`src/rtl/wreg_ring_db_pkg.sv`:
```
// Shared types and helpers for the double-buffered circular weight register.
// Holds the shadow-bank state encoding and the column-pointer width helper.
package wreg_pkg;

   typedef enum logic [1:0] {
      EMPTY   = 2'd0,
      FILLING = 2'd1,
      FULL    = 2'd2
   } shadow_state_e;

   // Pointer width, never narrower than one bit.
   function automatic int ptr_w(input int k_w);
      int w;
      w = $clog2(k_w);
      return (w < 1) ? 1 : w;
   endfunction

endpackage

```
`src/rtl/wreg_ring_db_if.sv`:
```
// Load channel from the weight SRAM read port into the shadow bank.
// One beat carries one kernel column, row i on lane i.
interface wreg_ring_db_if #(
   parameter int DATA_W = 8,
   parameter int K_H    = 3
);
   logic                         in_valid;
   logic                         in_ready;
   logic [K_H-1:0][DATA_W-1:0]   in_data;

   modport master (
      output in_valid,
      output in_data,
      input  in_ready
   );

   modport slave (
      input  in_valid,
      input  in_data,
      output in_ready
   );
endinterface

```
`src/rtl/wreg_ring_db_bank.sv`:
```
// K_W columns of K_H x DATA_W weights: single-column write, whole-bank load,
// and a column read mux. Instantiated once as shadow and once as active.
module wreg_bank
   import wreg_pkg::*;
#(
   parameter int DATA_W = 8,
   parameter int K_H    = 3,
   parameter int K_W    = 3,
   parameter int PTR_W  = ptr_w(K_W)
) (
   input  logic                                  clk,
   input  logic                                  rst_n,
   input  logic                                  clear,
   input  logic                                  col_we,
   input  logic [PTR_W-1:0]                      col_waddr,
   input  logic [K_H-1:0][DATA_W-1:0]            col_wdata,
   input  logic                                  load_en,
   input  logic [K_W-1:0][K_H-1:0][DATA_W-1:0]   load_data,
   input  logic [PTR_W-1:0]                      rd_col,
   output logic [K_H-1:0][DATA_W-1:0]            rd_data,
   output logic [K_W-1:0][K_H-1:0][DATA_W-1:0]   bank_data
);

   genvar gi;
   generate
      for (gi = 0; gi < K_W; gi++) begin : g_col
         logic [K_H-1:0][DATA_W-1:0] col_q;
         logic [K_H-1:0][DATA_W-1:0] col_d;

         // Clear wins over a full-bank load, which wins over a column write.
         always_comb begin
            col_d = col_q;
            if (clear) begin
               col_d = '0;
            end else if (load_en) begin
               col_d = load_data[gi];
            end else if (col_we && (col_waddr == PTR_W'(gi))) begin
               col_d = col_wdata;
            end
         end

         always_ff @(posedge clk or negedge rst_n) begin
            if (!rst_n) begin
               col_q <= '0;
            end else begin
               col_q <= col_d;
            end
         end

         assign bank_data[gi] = col_q;
      end
   endgenerate

   always_comb begin
      rd_data = '0;
      for (int c = 0; c < K_W; c++) begin
         if (rd_col == PTR_W'(c)) begin
            rd_data = bank_data[c];
         end
      end
   end

endmodule

```
`src/rtl/wreg_ring_db.sv`:
```
// Double-buffered circular weight register: the shadow bank loads the next kernel
// while the active bank rotates one column per shift. Optional col_zero: WREG_ZERO_FLAG_EN.
module wreg_ring_db
   import wreg_pkg::*;
#(
   parameter int DATA_W = 8,
   parameter int K_H    = 3,
   parameter int K_W    = 3
) (
   input  logic                          clk,
   input  logic                          rst_n,
   input  logic                          clear,
   wreg_ring_db_if.slave                 ld,
   input  logic                          swap,
   input  logic                          shift,
   output logic [K_H-1:0][DATA_W-1:0]    out_data,
   output logic [$clog2(K_W)-1:0]        out_col,
   output logic                          wrap,
   output logic                          active_valid,
   output logic                          shadow_full
`ifdef WREG_ZERO_FLAG_EN
   ,
   output logic                          col_zero
`endif
);

   localparam int PTR_W = ptr_w(K_W);

   shadow_state_e                         state_q;
   logic [PTR_W-1:0]                      ld_cnt_q;
   logic [PTR_W-1:0]                      col_ptr_q;
   logic [PTR_W-1:0]                      col_ptr_d;
   logic                                  wrap_q;
   logic                                  wrap_d;
   logic                                  active_valid_q;
   logic                                  active_valid_d;

   logic                                  beat_acc;
   logic                                  ld_last;
   logic                                  swap_acc;
   logic                                  shift_acc;
   logic [K_W-1:0][K_H-1:0][DATA_W-1:0]   shadow_data;
   logic [K_W-1:0][K_H-1:0][DATA_W-1:0]   active_data;
   logic [K_H-1:0][DATA_W-1:0]            shadow_rd_unused;

   assign shadow_full  = (state_q == FULL);
   assign ld.in_ready  = (state_q != FULL);
   assign beat_acc     = ld.in_valid && ld.in_ready;
   assign ld_last      = (ld_cnt_q == PTR_W'(K_W - 1));
   // A swap must see the registered FULL flag; the cycle of the last beat is too early.
   assign swap_acc     = swap && shadow_full;
   assign shift_acc    = shift && active_valid_q && !swap_acc;

   wreg_bank #(
      .DATA_W (DATA_W),
      .K_H    (K_H),
      .K_W    (K_W),
      .PTR_W  (PTR_W)
   ) u_shadow (
      .clk       (clk),
      .rst_n     (rst_n),
      .clear     (clear),
      .col_we    (beat_acc),
      .col_waddr (ld_cnt_q),
      .col_wdata (ld.in_data),
      .load_en   (1'b0),
      .load_data ('0),
      .rd_col    ('0),
      .rd_data   (shadow_rd_unused),
      .bank_data (shadow_data)
   );

   wreg_bank #(
      .DATA_W (DATA_W),
      .K_H    (K_H),
      .K_W    (K_W),
      .PTR_W  (PTR_W)
   ) u_active (
      .clk       (clk),
      .rst_n     (rst_n),
      .clear     (clear),
      .col_we    (1'b0),
      .col_waddr ('0),
      .col_wdata ('0),
      .load_en   (swap_acc),
      .load_data (shadow_data),
      .rd_col    (col_ptr_q),
      .rd_data   (out_data),
      .bank_data (active_data)
   );

   always_ff @(posedge clk or negedge rst_n) begin
      if (!rst_n) begin
         state_q  <= EMPTY;
         ld_cnt_q <= '0;
      end else if (clear) begin
         state_q  <= EMPTY;
         ld_cnt_q <= '0;
      end else begin
         case (state_q)
            EMPTY, FILLING: begin
               if (beat_acc) begin
                  state_q <= ld_last ? FULL : FILLING;
               end
            end
            FULL: begin
               if (swap_acc) begin
                  state_q <= EMPTY;
               end
            end
            default: state_q <= EMPTY;
         endcase
         if (beat_acc) begin
            ld_cnt_q <= ld_last ? '0 : ld_cnt_q + 1'b1;
         end
      end
   end

   always_comb begin
      col_ptr_d      = col_ptr_q;
      wrap_d         = 1'b0;
      active_valid_d = active_valid_q;
      if (clear) begin
         col_ptr_d      = '0;
         active_valid_d = 1'b0;
      end else if (swap_acc) begin
         col_ptr_d      = '0;
         active_valid_d = 1'b1;
      end else if (shift_acc) begin
         if (col_ptr_q == PTR_W'(K_W - 1)) begin
            col_ptr_d = '0;
            wrap_d    = 1'b1;
         end else begin
            col_ptr_d = col_ptr_q + 1'b1;
         end
      end
   end

   always_ff @(posedge clk or negedge rst_n) begin
      if (!rst_n) begin
         col_ptr_q      <= '0;
         wrap_q         <= 1'b0;
         active_valid_q <= 1'b0;
      end else begin
         col_ptr_q      <= col_ptr_d;
         wrap_q         <= wrap_d;
         active_valid_q <= active_valid_d;
      end
   end

   assign out_col      = col_ptr_q;
   assign wrap         = wrap_q;
   assign active_valid = active_valid_q;

`ifdef WREG_ZERO_FLAG_EN
   assign col_zero = active_valid_q && (out_data == '0);
`endif

endmodule

```
`src/flat_wrapper.sv`:
```
// flat-port wrapper written by rule: the top's interface ports become plain ports
module wreg_ring_db_flat import wreg_pkg::*;
#(
   parameter int DATA_W = 8,
   parameter int K_H    = 3,
   parameter int K_W    = 3
)
  (clk, rst_n, clear, swap, shift, out_data, out_col, wrap, active_valid, shadow_full, ld_in_valid, ld_in_data, ld_in_ready);
  wreg_ring_db_if #(.DATA_W(DATA_W), .K_H(K_H)) ld_i ();
  input  logic clk;
  input  logic rst_n;
  input  logic clear;
  input  logic swap;
  input  logic shift;
  output logic [K_H-1:0][DATA_W-1:0] out_data;
  output logic [$clog2(K_W)-1:0] out_col;
  output logic wrap;
  output logic active_valid;
  output logic shadow_full;
  input wire logic [$bits(ld_i.in_valid)-1:0] ld_in_valid;
  input wire logic [$bits(ld_i.in_data)-1:0] ld_in_data;
  output wire logic [$bits(ld_i.in_ready)-1:0] ld_in_ready;
  assign ld_i.in_valid = ld_in_valid;
  assign ld_i.in_data = ld_in_data;
  assign ld_in_ready = ld_i.in_ready;
  wreg_ring_db #(.DATA_W(DATA_W), .K_H(K_H), .K_W(K_W)) u_core (.clk(clk), .rst_n(rst_n), .clear(clear), .ld(ld_i), .swap(swap), .shift(shift), .out_data(out_data), .out_col(out_col), .wrap(wrap), .active_valid(active_valid), .shadow_full(shadow_full));
endmodule
```
`config.mk`:
```
export PLATFORM = sky130hd
export DESIGN_NAME = wreg_ring_db_flat
export DESIGN_NICKNAME = d
export VERILOG_FILES = /design/src/rtl/wreg_ring_db_pkg.sv /design/src/rtl/wreg_ring_db_if.sv /design/src/rtl/wreg_ring_db_bank.sv /design/src/rtl/wreg_ring_db.sv /design/src/flat_wrapper.sv
export SDC_FILE = /design/constraint.sdc
export NUM_CORES = 1
export LEC_CHECK = 0
export CAP_MARGIN = 30
export CORE_MARGIN = 2
export CORE_UTILIZATION = 54
export DETAILED_ROUTE_END_ITERATION = 7
export HOLD_SLACK_MARGIN = 0.12
export PLACE_DENSITY = 0.77
export SYNTH_ARGS = -nofsm -noshare
export SYNTH_HDL_FRONTEND = slang
export SYNTH_HIERARCHICAL = 1
export SYNTH_SLANG_ARGS = --single-unit
```
`constraint.sdc`:
```
create_clock -name clk -period 1.7 [get_ports clk]
set_input_delay 0.425 -clock clk [delete_from_list [all_inputs] [get_ports clk]]
set_output_delay 0.425 -clock clk [all_outputs]
set_load 0.02 [all_outputs]
```
==> reports/results.tsv, run 1 <==
metric	value	unit
outcome	finished, violations left	
failed_checks	negative setup slack	
core_area	14600	µm²
min_path_type	primary input to async pin	
fp.dieW	127	µm
setup_viol	123	
floorplan.initialDensity	0.556	
globalRoute.totalOverflow	0	
grt.total_usage	0.280	
hpwl	12600	µm
fin_cells	1207	
rr_endpoint	u_core/u_active/bank_data[52]	
p_sw_frac	0.282	
worst-setup-path-type	flip-flop to output port	
die_h	127	µm
worst_pin_slew	517	ps
drt_iter0_markers	722	
diodes	0	
root_buffer	clkbuf_16	
grt_pass1_vias	6747	
drv_slew	0	
crit_end	out_data[3]	
die_area	16000	µm²
cts_buffer_depth	2	
clk-insertion-delay-late	450	ps
cts_made_buffers	17	
clock-sinks	152	
r2r-start	u_core/state_q[0]	
synth_cells	807	
syn2layout_area_growth	44.0	%
nets	1040	
wl_per_cell	22.0	µm
setup.worst_path.start	u_core/out_col[0]	
vdd_ir_drop_max	814	µV
io_buffers	59	
worst_slack	-482	ps
path_clk_slew	60	ps
grt_first_pass_wirelength	34900	µm
ant_nets	0	
rsz0062_at_grt	true	
vias	7042	
p_clk_frac	0.397	
rrSetupSlack	-160	ps
pwr_density_cell	858	nW/µm²
cp-start-kind	flip-flop	
r2r_cells	8	
dpl_worst_slack	-447	ps
setup-tns-final	-15030	ps
slew_headroom	0.655	
worstPathArrival	1760	ps
maxCapViolations	0	
dpl_cell_area	9600	µm²
fin_crit	2180	ps
final.period_utilization	1.28	
totalPowerFinal	10.0	mW
intPower	7.20	mW
grt_max_degree	99	
io_pins	60	
h-tree-depth	4	
synth.avg_cell_area	10.0	µm²
fin_area	11700	µm²
totalWireLength	26600	µm
p_comb_frac	0.184	
dp_cells	1138	
ys_warn_count	6	
fmax	0.458	GHz
antenna_found_initial	0	
rows	44	
hold_viol_final	0	
syn_area	8110	µm²
seq_power_share	0.419	
end_kind	output port	
cp.required	1270	ps
crit_fanout	5	
skew	11.4	ps
vias_per_cell	5.83	
gp_congestion	0.782	
drive_gt1_frac	0.397	
drtPass1Iterations	6	
power.leakage	5.54	nW
p_sw	2.82	mW
tritoncts	built	
drc	0	
## layout by cell type, fill, tap and decap left out, types with 3 or more instances in the layout
cell type / count
a21oi_1: 120
a21oi_2: 27
buf_12: 24
buf_4: 30
buf_6: 39
buf_8: 5
bufinv_16: 3
clkbuf_16: 25
clkdlybuf4s50_1: 26
clkinv_2: 3
clkinv_4: 3
conb_1: 106
dfrtp_1: 150
dlygate4sd2_1: 3
inv_6: 3
mux2_2: 49
mux2_4: 94
mux2i_1: 14
mux2i_2: 8
mux2i_4: 3
nand2_1: 127
nand2_2: 15
nand2_4: 32
nand2b_1: 48
nand3b_1: 5
nor2_1: 5
o21ai_2: 15
o21ai_4: 7
## power by group through the flow
stage,Clock [mW],Sequential (mW),Combinational (mW)
floorplan,0,4.11,0.924
global placement,0,4.15,1.36
detailed placement,0,4.17,1.39
CTS,3.93,4.13,1.49
global route,4.14,4.23,1.95
finish,3.98,4.20,1.84
## cell type report
cell class                      instances  area [µm²]
Clock buffer                           18         429
Clock inverter                         14         173
Fill cell                             785        2910
Inverter                                3        13.8
Multi-Input combinational cell        698        5280
Sequential cell                       152        3810
Tap cell                              184         230
Timing Repair Buffer                  138        1750
## flip-flops by register name, summed over array words and instances, names as in the netlist
register,cells
u_core/out_col,2
u_core/ld_cnt_q,2
u_core/active_valid,1
u_core/wrap,1
u_core/state_q,2
u_core/u_active/bank_data,72
u_core/u_shadow/bank_data,72
## worst max-delay path, stage by stage, from the launching register on
cell and delay (ps):
dfrtp_2 470, buf_4 230, mux2i_1 340, o21ai_2 120
buf_6 150
## worst min-delay path by stage
stage,slack (ps),depth (start not counted),from,endpoint
after floorplan,130,0,rst_n,u_core/active_valid
after global placement,350,1,rst_n,u_core/u_shadow/bank_data[70]
after detailed placement,350,1,rst_n,u_core/u_shadow/bank_data[70]
after CTS,470,2,rst_n,u_core/u_shadow/bank_data[20]
after global routing,480,2,rst_n,u_core/u_shadow/bank_data[70]
final,450,2,rst_n,u_core/u_shadow/bank_data[70]
## routing by layer
metal  track usage  wire length, µm  part of all wire  up-vias
li1              -                -                 -     3082
met1         0.358            10300              0.39     3498
met2         0.473            13200              0.50      348
met3        0.0510             1790             0.067      114
met4         0.110             1250             0.047        0
met5             0                0                 0        -
## stage by stage
stage          hold slack, ps   util
6_report                  449  0.800
5_1_grt                   483  0.800
4_1_cts                   473  0.730
3_5_place_dp              350  0.658
3_3_place_gp              353  0.658
2_1_floorplan             129      -
## repair_timing
action	4_1_cts	5_1_grt
pin swaps	11	33
setup buffers	11	16
cloned	4	10
setup endpoints to repair	54	126
hold endpoints to repair	32	0
resized for setup	235	197
hold buffers	1	0
Power figures use the tool's default switching activity.
==> run 2, diff against run 1 <==
--- a/config.mk
+++ b/config.mk
@@ -7,10 +7,11 @@
 export LEC_CHECK = 0
 export CAP_MARGIN = 30
 export CORE_MARGIN = 2
-export CORE_UTILIZATION = 54
+export CORE_UTILIZATION = 60
 export DETAILED_ROUTE_END_ITERATION = 7
 export HOLD_SLACK_MARGIN = 0.12
-export PLACE_DENSITY = 0.77
+export PLACE_DENSITY = 0.81
+export SKIP_LAST_GASP = 1
 export SYNTH_ARGS = -nofsm -noshare
 export SYNTH_HDL_FRONTEND = slang
 export SYNTH_HIERARCHICAL = 1
==> constraint.sdc (replaced) <==
create_clock -name clk -period 2.5 [get_ports clk]
set_input_delay 0.625 -clock clk [delete_from_list [all_inputs] [get_ports clk]]
set_output_delay 0.625 -clock clk [all_outputs]
set_load 0.02 [all_outputs]
==> run 2 against run 1 <==
  * Critical endpoint is now out_data[23]
  * Final area shrank 15%
  * Non-clock buffer count fell by 46
  * First-iteration DRC count down 49%
  * The run now ends clean
  * Worst hold slack better by 38 ps
  * Flip-flop and latch count did not move
  * Sequential power decreased by 33%
  * Critical path type unchanged
  * Global-route usage is 0.45 points higher
  * Via count is 11% lower
  * Largest cell class unchanged
  * Die area fell by 9.7%
  * Register-to-register slack better by 750 ps
==> reports/results.tsv, run 2 (synthesized netlist as in run 1, its figures left out) <==
metric	value	unit
outcome	completed	
drt_iter0_markers	367	
final_cell_mix	170 x nand2_1, 151 x dfrtp_1, 147 x a21oi_1	
path_buf_inv	3	
clock-sinks	152	
die_h	120	µm
syn2layout_area_growth	22.5	%
fp.dieW	120	µm
crit_top_cell	buf_4	
nets	994	
diodes	0	
totalPowerFinal	6.37	mW
grt_first_pass_wirelength	31600	µm
drc	0	
power.leakage	4.41	nW
h-tree-depth	4	
cp-start-kind	flip-flop	
dpl_worst_slack	149	ps
ant_nets	0	
min_path_type	flip-flop to flip-flop	
hold_viol_final	0	
cp_slowest_cell	dfrtp_2	
final.period_utilization	0.977	
io_buffers	59	
die_area	14500	µm²
fmax	0.409	GHz
path_delay_family	buffers and inverters	
drive_gt1_frac	0.212	
gp_congestion	0.778	
clk-insertion-delay-late	430	ps
rsz0062_at_grt	true	
fin_crit	2440	ps
post-cts-setup-buffers	0	
path_clk_slew	60	ps
fin_cells	1153	
fin_util	0.750	
globalRoute.totalOverflow	0	
pwr_density_cell	641	nW/µm²
final_common_cell	nand2_1	
critical-path-max-stage-delay	450	ps
drtPass1Iterations	6	
worstPathArrival	1820	ps
rows	42	
grt_max_degree	99	
cts_buffer_depth	2	
vias_per_cell	5.42	
setup_viol	0	
worst_pin_slew	562	ps
worst_slack	56.8	ps
vias	6247	
core_area	13200	µm²
vdd_ir_drop_max	589	µV
cp.required	1880	ps
root_buffer	clkbuf_16	
worst-setup-path-type	flip-flop to output port	
maxCapViolations	0	
floorplan.initialDensity	0.612	
skew	5.80	ps
antenna_found_initial	0	
nFillCells	941	
io_pins	60	
tritoncts	built	
setup-tns-final	0	ps
slew_headroom	0.625	
cts_made_buffers	17	
grt_pass1_vias	6371	
end_kind	output port	
dp_cells	1120	
wl_per_cell	17.1	µm
grt.total_usage	0.284	
drv_slew	0	
path_cells	nor2b_2 > buf_4 > nand2_1 > o21ai_0 > buf_4 > clkdlybuf4s15_1	
hpwl	12500	µm
crit_fanout	10	
totalWireLength	19700	µm
run 2: cell count changes in the layout (fill, tap and decap cells not counted), moves of 12 or more:
cell	change
mux2_4	-94
mux2_2	+75
nand2_1	+43
buf_6	-37
nand2_4	-32
a21oi_1	+27
a21oi_2	-27
o21ai_0	+23
mux2_1	+19
o21ai_2	-15
dlygate4sd2_1	+12
run 2: where the power goes:
| part | internal [mW] | leakage (nW) | switching, mW | total [mW] |
|---|---|---|---|---|
| sequential | 2.68 | 1.98 | 0.120 | 2.80 |
| combinational | 0.422 | 2.14 | 0.479 | 0.901 |
| clock | 1.69 | 0.295 | 0.983 | 2.67 |
| total | 4.79 | 4.41 | 1.58 | 6.37 |
run 2: final timing paths:
| check | startpoint | to | slack [ps] | cells after the start |
|---|---|---|---|---|
| setup reg to reg | u_core/state_q[0] | u_core/u_active/bank_data[43] | 590 | 6 |
| max in group asynchronous | rst_n | u_core/out_col[0] | 1200 | 3 |
| hold / removal | u_core/u_active/bank_data[67] | u_core/u_active/bank_data[67] | 490 | 1 |
| min in group asynchronous | rst_n | u_core/u_shadow/bank_data[45] | 600 | 2 |
| setup / recovery | u_core/out_col[0] | out_data[23] | 60 | 6 |
| hold reg to reg | u_core/u_active/bank_data[67] | u_core/u_active/bank_data[67] | 490 | 1 |
run 2: per-layer routing:
metal	GRT usage	share of wire
met1	0.338	0.42
met2	0.502	0.51
met3	0.0575	0.040
met4	0.118	0.029
met5	0	0
run 2: layout make-up:
cell class	count	area [µm²]	area share
clock buffers	23	458	0.0461
repair buffers	92	965	0.0971
inverters	3	11.3	0.00113
clock inverters	9	148	0.0149
flip-flops and latches	152	3800	0.383
well taps	176	220	0.0222
multi-input cells	698	4330	0.436
run 2: per-stage QoR:
step / cell area [µm²] / hold WS [ps]
after detailed placement: 9360 / 469
after CTS: 9950 / 487
after global routing: 9940 / 495
final: 9940 / 488
after floorplan: 8500 / 329
after global placement: 9360 / 470
run 2: repair_timing:
action                                 4_1_cts  5_1_grt
pin swaps                                    0        0
resized for setup                           26       17
endpoints found under the hold margin       14        0
setup endpoints to repair                   24       14
hold buffers                                 1        0
==> run 3, diff against run 2 <==
--- a/config.mk
+++ b/config.mk
@@ -6,6 +6,7 @@
 export NUM_CORES = 1
 export LEC_CHECK = 0
 export CAP_MARGIN = 30
+export CORE_ASPECT_RATIO = 1.5
 export CORE_MARGIN = 2
 export CORE_UTILIZATION = 60
 export DETAILED_ROUTE_END_ITERATION = 7
==> run 3 against run 2 <==
  * Critical path depth down 2
  * Clock skew increased by 4.7 ps
  * Sequential share of layout area rose by 0.40 points
  * First-iteration DRC count grew 1.9%
  * Flip-flop and latch count did not move
  * Via count rose by 1.6%
  * Register-to-register slack about the same
  * Cell count decreased by 2.0%
  * Total power grew 0.47%
  * Worst hold slack worse by 360 ps
  * Non-clock buffer count down 9
  * Sequential power about the same
  * Critical path type unchanged
  * Critical endpoint unchanged
  * Largest power group unchanged
==> reports/results.tsv, run 3 (synthesized netlist as in run 1, its figures left out) <==
metric	value	unit
drtPass1Iterations	5	
clock-sinks	152	
path_clk_slew	60	ps
end_kind	output port	
rows	52	
nFillCells	966	
nets	985	
wl_per_cell	18.6	µm
fin_crit	2470	ps
io_pins	60	
totalPowerFinal	6.40	mW
drc	0	
grt.total_usage	0.303	
pwr_density_cell	651	nW/µm²
p_clk_frac	0.422	
post-cts-setup-buffers	0	
core_area	13300	µm²
fin_cells	1130	
p_sw	1.72	mW
antenna_found_initial	0	
final_cell_mix	170 x nand2_1, 152 x dfrtp_1, 147 x a21oi_1	
worst_pin_slew	513	ps
cp-start-kind	flip-flop	
drt_iter0_markers	374	
io_buffers	59	
multi_input_area	4330	µm²
gp_congestion	0.910	
crit_fanout	20	
worst-setup-path-type	flip-flop to output port	
tritoncts	built	
fp.dieW	98.9	µm
vdd_ir_drop_max	510	µV
totalWireLength	21000	µm
ant_nets	0	
cp.required	1880	ps
outcome	completed	
h-tree-depth	4	
p_sw_frac	0.269	
grt_pass1_vias	6613	
final_common_cell	nand2_1	
maxCapViolations	0	
setup_viol	0	
final-seq-area	3800	µm²
cts_made_buffers	17	
hpwl	14200	µm
min_path_type	primary input to async pin	
grt_max_degree	99	
clk-insertion-delay-late	430	ps
die_h	146	µm
dpl_cell_area	9250	µm²
fmax	0.404	GHz
intPower	4.68	mW
setup-tns-final	0	ps
cts_buffer_depth	2	
seq_power_share	0.440	
diodes	0	
syn2layout_area_growth	21.2	%
power.leakage	4.34	nW
globalRoute.totalOverflow	0	
drv_slew	0	
worst_slack	25.9	ps
drive_gt1_frac	0.209	
rsz0062_at_grt	false	
grt_first_pass_wirelength	33400	µm
dp_cells	1098	
vias	6345	
floorplan.initialDensity	0.608	
final.period_utilization	0.990	
slew_headroom	0.658	
hold_viol_final	0	
skew	10.5	ps
vias_per_cell	5.62	
dpl_worst_slack	45.9	ps
root_buffer	clkbuf_16	
die_area	14500	µm²
fin_area	9830	µm²
worstPathArrival	1850	ps
p_comb_frac	0.138	
run 3: changes by cell type in the layout (fill, tap and decap cells not counted), sizes merged:
cell,before,now
clkdlybuf4s15,3,5
clkinv,4,3
bufinv,4,3
buf,34,26
dlygate4sd3,1,0
dlymetal6s2s,1,0
inv,3,10
dlygate4sd1,0,1
clkinvlp,1,2
clkbuf,28,21
dlygate4sd2,15,14
run 3: power groups by stage:
stage	registers (mW)	logic, mW	clock network, mW
CTS	2.81	0.868	2.73
global placement	2.84	0.868	0
finish	2.81	0.883	2.70
detailed placement	2.86	0.890	0
floorplan	2.80	0.595	0
global route	2.84	0.965	2.82
run 3: routing by layer:
layer,up-vias,track usage,part of all wire
li1,2965,-,-
met1,3106,0.314,0.34
met2,175,0.534,0.54
met3,99,0.0440,0.030
met4,0,0.242,0.086
met5,-,0,0
run 3: final cells by class:
type	count	share of cell area
multi-input cells	698	0.441
flip-flops and latches	152	0.387
repair buffers	83	0.0883
clock buffers	17	0.0433
well taps	162	0.0206
clock inverters	15	0.0193
inverters	3	0.00115
run 3: final timing paths:
kind                       depth (start not counted)                          from  slack, ps                       endpoint
setup / recovery                                   4             u_core/out_col[0]         30                   out_data[23]
hold / removal                                     1                         rst_n        130  u_core/u_shadow/bank_data[44]
setup reg to reg                                   6             u_core/state_q[0]        600  u_core/u_active/bank_data[50]
hold reg to reg                                    1  u_core/u_active/bank_data[9]        500   u_core/u_active/bank_data[9]
max in group asynchronous                          2                         rst_n       1660  u_core/u_active/bank_data[10]
min in group clk                                   1  u_core/u_active/bank_data[9]        500   u_core/u_active/bank_data[9]
run 3: critical path, stage by stage, from the launching register on:
cell,delay [ps]
dfrtp_1,420
buf_12,220
mux2i_1,340
o21ai_0,110
dlygate4sd2_1,330
run 3: per-stage QoR:
| stage | utilization | hold slack [ps] |
|---|---|---|
| after floorplan | - | 329 |
| after global placement | 0.694 | 473 |
| after detailed placement | 0.694 | 482 |
| after CTS | 0.738 | 143 |
| after global routing | 0.737 | 161 |
| final | 0.737 | 129 |
run 3: repair_timing:
item | CTS | global route
endpoints found under the setup margin | 24 | 12
gates resized for setup | 24 | 20
pin swaps | 0 | 0
hold buffers | 0 | 0
cloned | 0 | 0
==> edit, RTL diff (flow settings as in run 3) <==
`DATA_W` is set to 8 in 4 places; all go to 12.
--- a/src/rtl/wreg_ring_db_if.sv
+++ b/src/rtl/wreg_ring_db_if.sv
@@ -1,7 +1,7 @@
 // Load channel from the weight SRAM read port into the shadow bank.
 // One beat carries one kernel column, row i on lane i.
 interface wreg_ring_db_if #(
-   parameter int DATA_W = 8,
+   parameter int DATA_W = 12,
    parameter int K_H    = 3
 );
    logic                         in_valid;
--- a/src/rtl/wreg_ring_db_bank.sv
+++ b/src/rtl/wreg_ring_db_bank.sv
@@ -3,7 +3,7 @@
 module wreg_bank
    import wreg_pkg::*;
 #(
-   parameter int DATA_W = 8,
+   parameter int DATA_W = 12,
    parameter int K_H    = 3,
    parameter int K_W    = 3,
    parameter int PTR_W  = ptr_w(K_W)
--- a/src/rtl/wreg_ring_db.sv
+++ b/src/rtl/wreg_ring_db.sv
@@ -3,7 +3,7 @@
 module wreg_ring_db
    import wreg_pkg::*;
 #(
-   parameter int DATA_W = 8,
+   parameter int DATA_W = 12,
    parameter int K_H    = 3,
    parameter int K_W    = 3
 ) (
--- a/src/flat_wrapper.sv
+++ b/src/flat_wrapper.sv
@@ -1,7 +1,7 @@
 // flat-port wrapper written by rule: the top's interface ports become plain ports
 module wreg_ring_db_flat import wreg_pkg::*;
 #(
-   parameter int DATA_W = 8,
+   parameter int DATA_W = 12,
    parameter int K_H    = 3,
    parameter int K_W    = 3
 )
Interface: changed (resized ld_in_data and out_data); port bits go from 60 to 84. No check against the original RTL was run, so the function may have changed too.
==> edit against run 3 <==
The run now ends with setup timing left; synthesized area rose by 49%; total power rose by 36%; first-iteration DRC count increased by 60%; worst setup slack got worse by 0.073 ns; via count rose by 45%; core utilization fell by 0.49 points; routed wire length rose by 38%; cell count increased by 48%; sequential cell count rose by 72; cell area is 47% higher.
==> edit: results <==
metrics = {
    "sta": {
        "finClkSkew_ns": 0.00637,
        "finalWorstSetupSlack_ns": -0.0468,
        "hold_ws_ns": 0.493,
        "worstMarginPinSlew_ns": 0.564,
        "tns_ns": -0.0828,
        "setup_viol": 4,
    },
    "cts": {
        "clockBufferDepth": 3,
        "numCtsBuffers": 22,
        "clock_latency_ns": 0.50,
        "cts.reportedPaths.clkPinSlew_ns": 0.06,
        "htreeDepth": 1,
        "root_buffer": "clkbuf_16",
    },
    "critical_path": {
        "cpMaxStageDelayCell": "dfrtp_2",
        "ff2ff_path_depth": 6,
        "rr_startpoint": "u_core/state_q[0]$_DFFE_PN0P_",
        "regToRegEndpoint": "u_core/u_shadow/bank_data[13]$_DFFE_PN0P_",
        "cp_slowest_stage_delay_ns": 0.50,
        "crit_fanout": 6,
        "rrSetupSlack_ns": 0.54,
        "worstPathArrival_ns": 1.92,
    },
    "global_routing": {
        "grt_max_degree": 146,
        "grt.total_usage_pct": 28.1,
        "grt_pass1_wl_um": 47800,
        "grt_pass1_vias": 9779,
    },
    "placement": {
        "place_inst": 1634,
        "place_area_um2": 13700,
        "dp_slack_ns": 0.0579,
        "dpl.hpwl_um": 18100,
        "io_buffer_count": 83,
        "place_congestion": 0.782,
    },
    "finish": {
        "fin_nets": 1445,
        "stdcell_count": 1676,
        "drive_gt1_share_pct": 24.5,
        "antennaDiodeCount": 0,
    },
    "route": {
        "via_count": 9190,
        "wl_per_cell_um": 17.3,
        "drtIter0Drc": 600,
    },
    "run_status": {
        "status": "finished with violations",
        "violations": "setup timing",
    },
    "hold_path": {
        "min_to": "u_core/u_shadow/bank_data[23]$_DFFE_PN0P_",
        "hp-class": "flop to flop",
        "worstHoldStart": "u_core/u_shadow/bank_data[23]$_DFFE_PN0P_",
    },
    "power": {
        "p_leak_nw": 6.34,
        "irDropWorstVdd_v": 0.000605,
        "internal-power_mw": 6.44,
    },
    "synthesis": {
        "yosysWarnings": 6,
        "avgSynthCellArea_um2": 10.2,
    },
}
edit: timing repair:
action | in CTS | in global routing
buffers inserted | 4 | 0
pin swaps | 0 | 1
hold endpoints to repair | 36 | 0
resized for setup | 139 | 64
hold buffers | 1 | 0
endpoints found under the setup margin | 37 | 35
edit: metal layers:
layer | up-vias | track usage (%) | wire length, um
li1 | 4363 | - | -
met1 | 4496 | 33.5 | 11300
met2 | 250 | 50.4 | 15200
met3 | 81 | 3.73 | 1290
met4 | 0 | 12.6 | 1090
met5 | - | 0 | 0
edit: critical path, delay by kind of cell, from the launching register on:
| family | cells | cell delay (ns) |
|---|---|---|
| buffers and inverters | 3 | 0.51 |
| DFF | 1 | 0.50 |
| AOI/OAI and AO/OA | 1 | 0.22 |
| muxes | 1 | 0.19 |
edit: final cells by class:
class	instances	area [um2]
clock buffer	31	636
inverter	3	11.3
timing repair buffer	129	1340
sequential	224	5610
fill	1441	5270
multi-input combinational	1023	6460
tap	260	325
clock inverter	6	57.6
edit: worst max-delay path by stage:
stage	slack, ns	startpoint	depth (start not counted)	end
after floorplan	0.22	u_core/out_col[0]$_DFFE_PN0P_	4	out_data[10]
after global placement	0.07	u_core/out_col[0]$_DFFE_PN0P_	5	out_data[27]
after detailed placement	0.06	u_core/out_col[0]$_DFFE_PN0P_	4	out_data[8]
after CTS	-0.14	u_core/out_col[0]$_DFFE_PN0P_	5	out_data[25]
after global routing	-0.1	u_core/out_col[0]$_DFFE_PN0P_	4	out_data[5]
final	-0.05	u_core/out_col[0]$_DFFE_PN0P_	5	out_data[27]
edit: power by group through the flow:
stage / Combinational [mW] / Clock, mW / Sequential, mW
finish: 1.34 / 3.23 / 4.13
global route: 1.47 / 3.42 / 4.16
floorplan: 0.909 / 0 / 4.13
CTS: 1.33 / 3.28 / 4.12
global placement: 1.31 / 0 / 4.16
detailed placement: 1.35 / 0 / 4.18
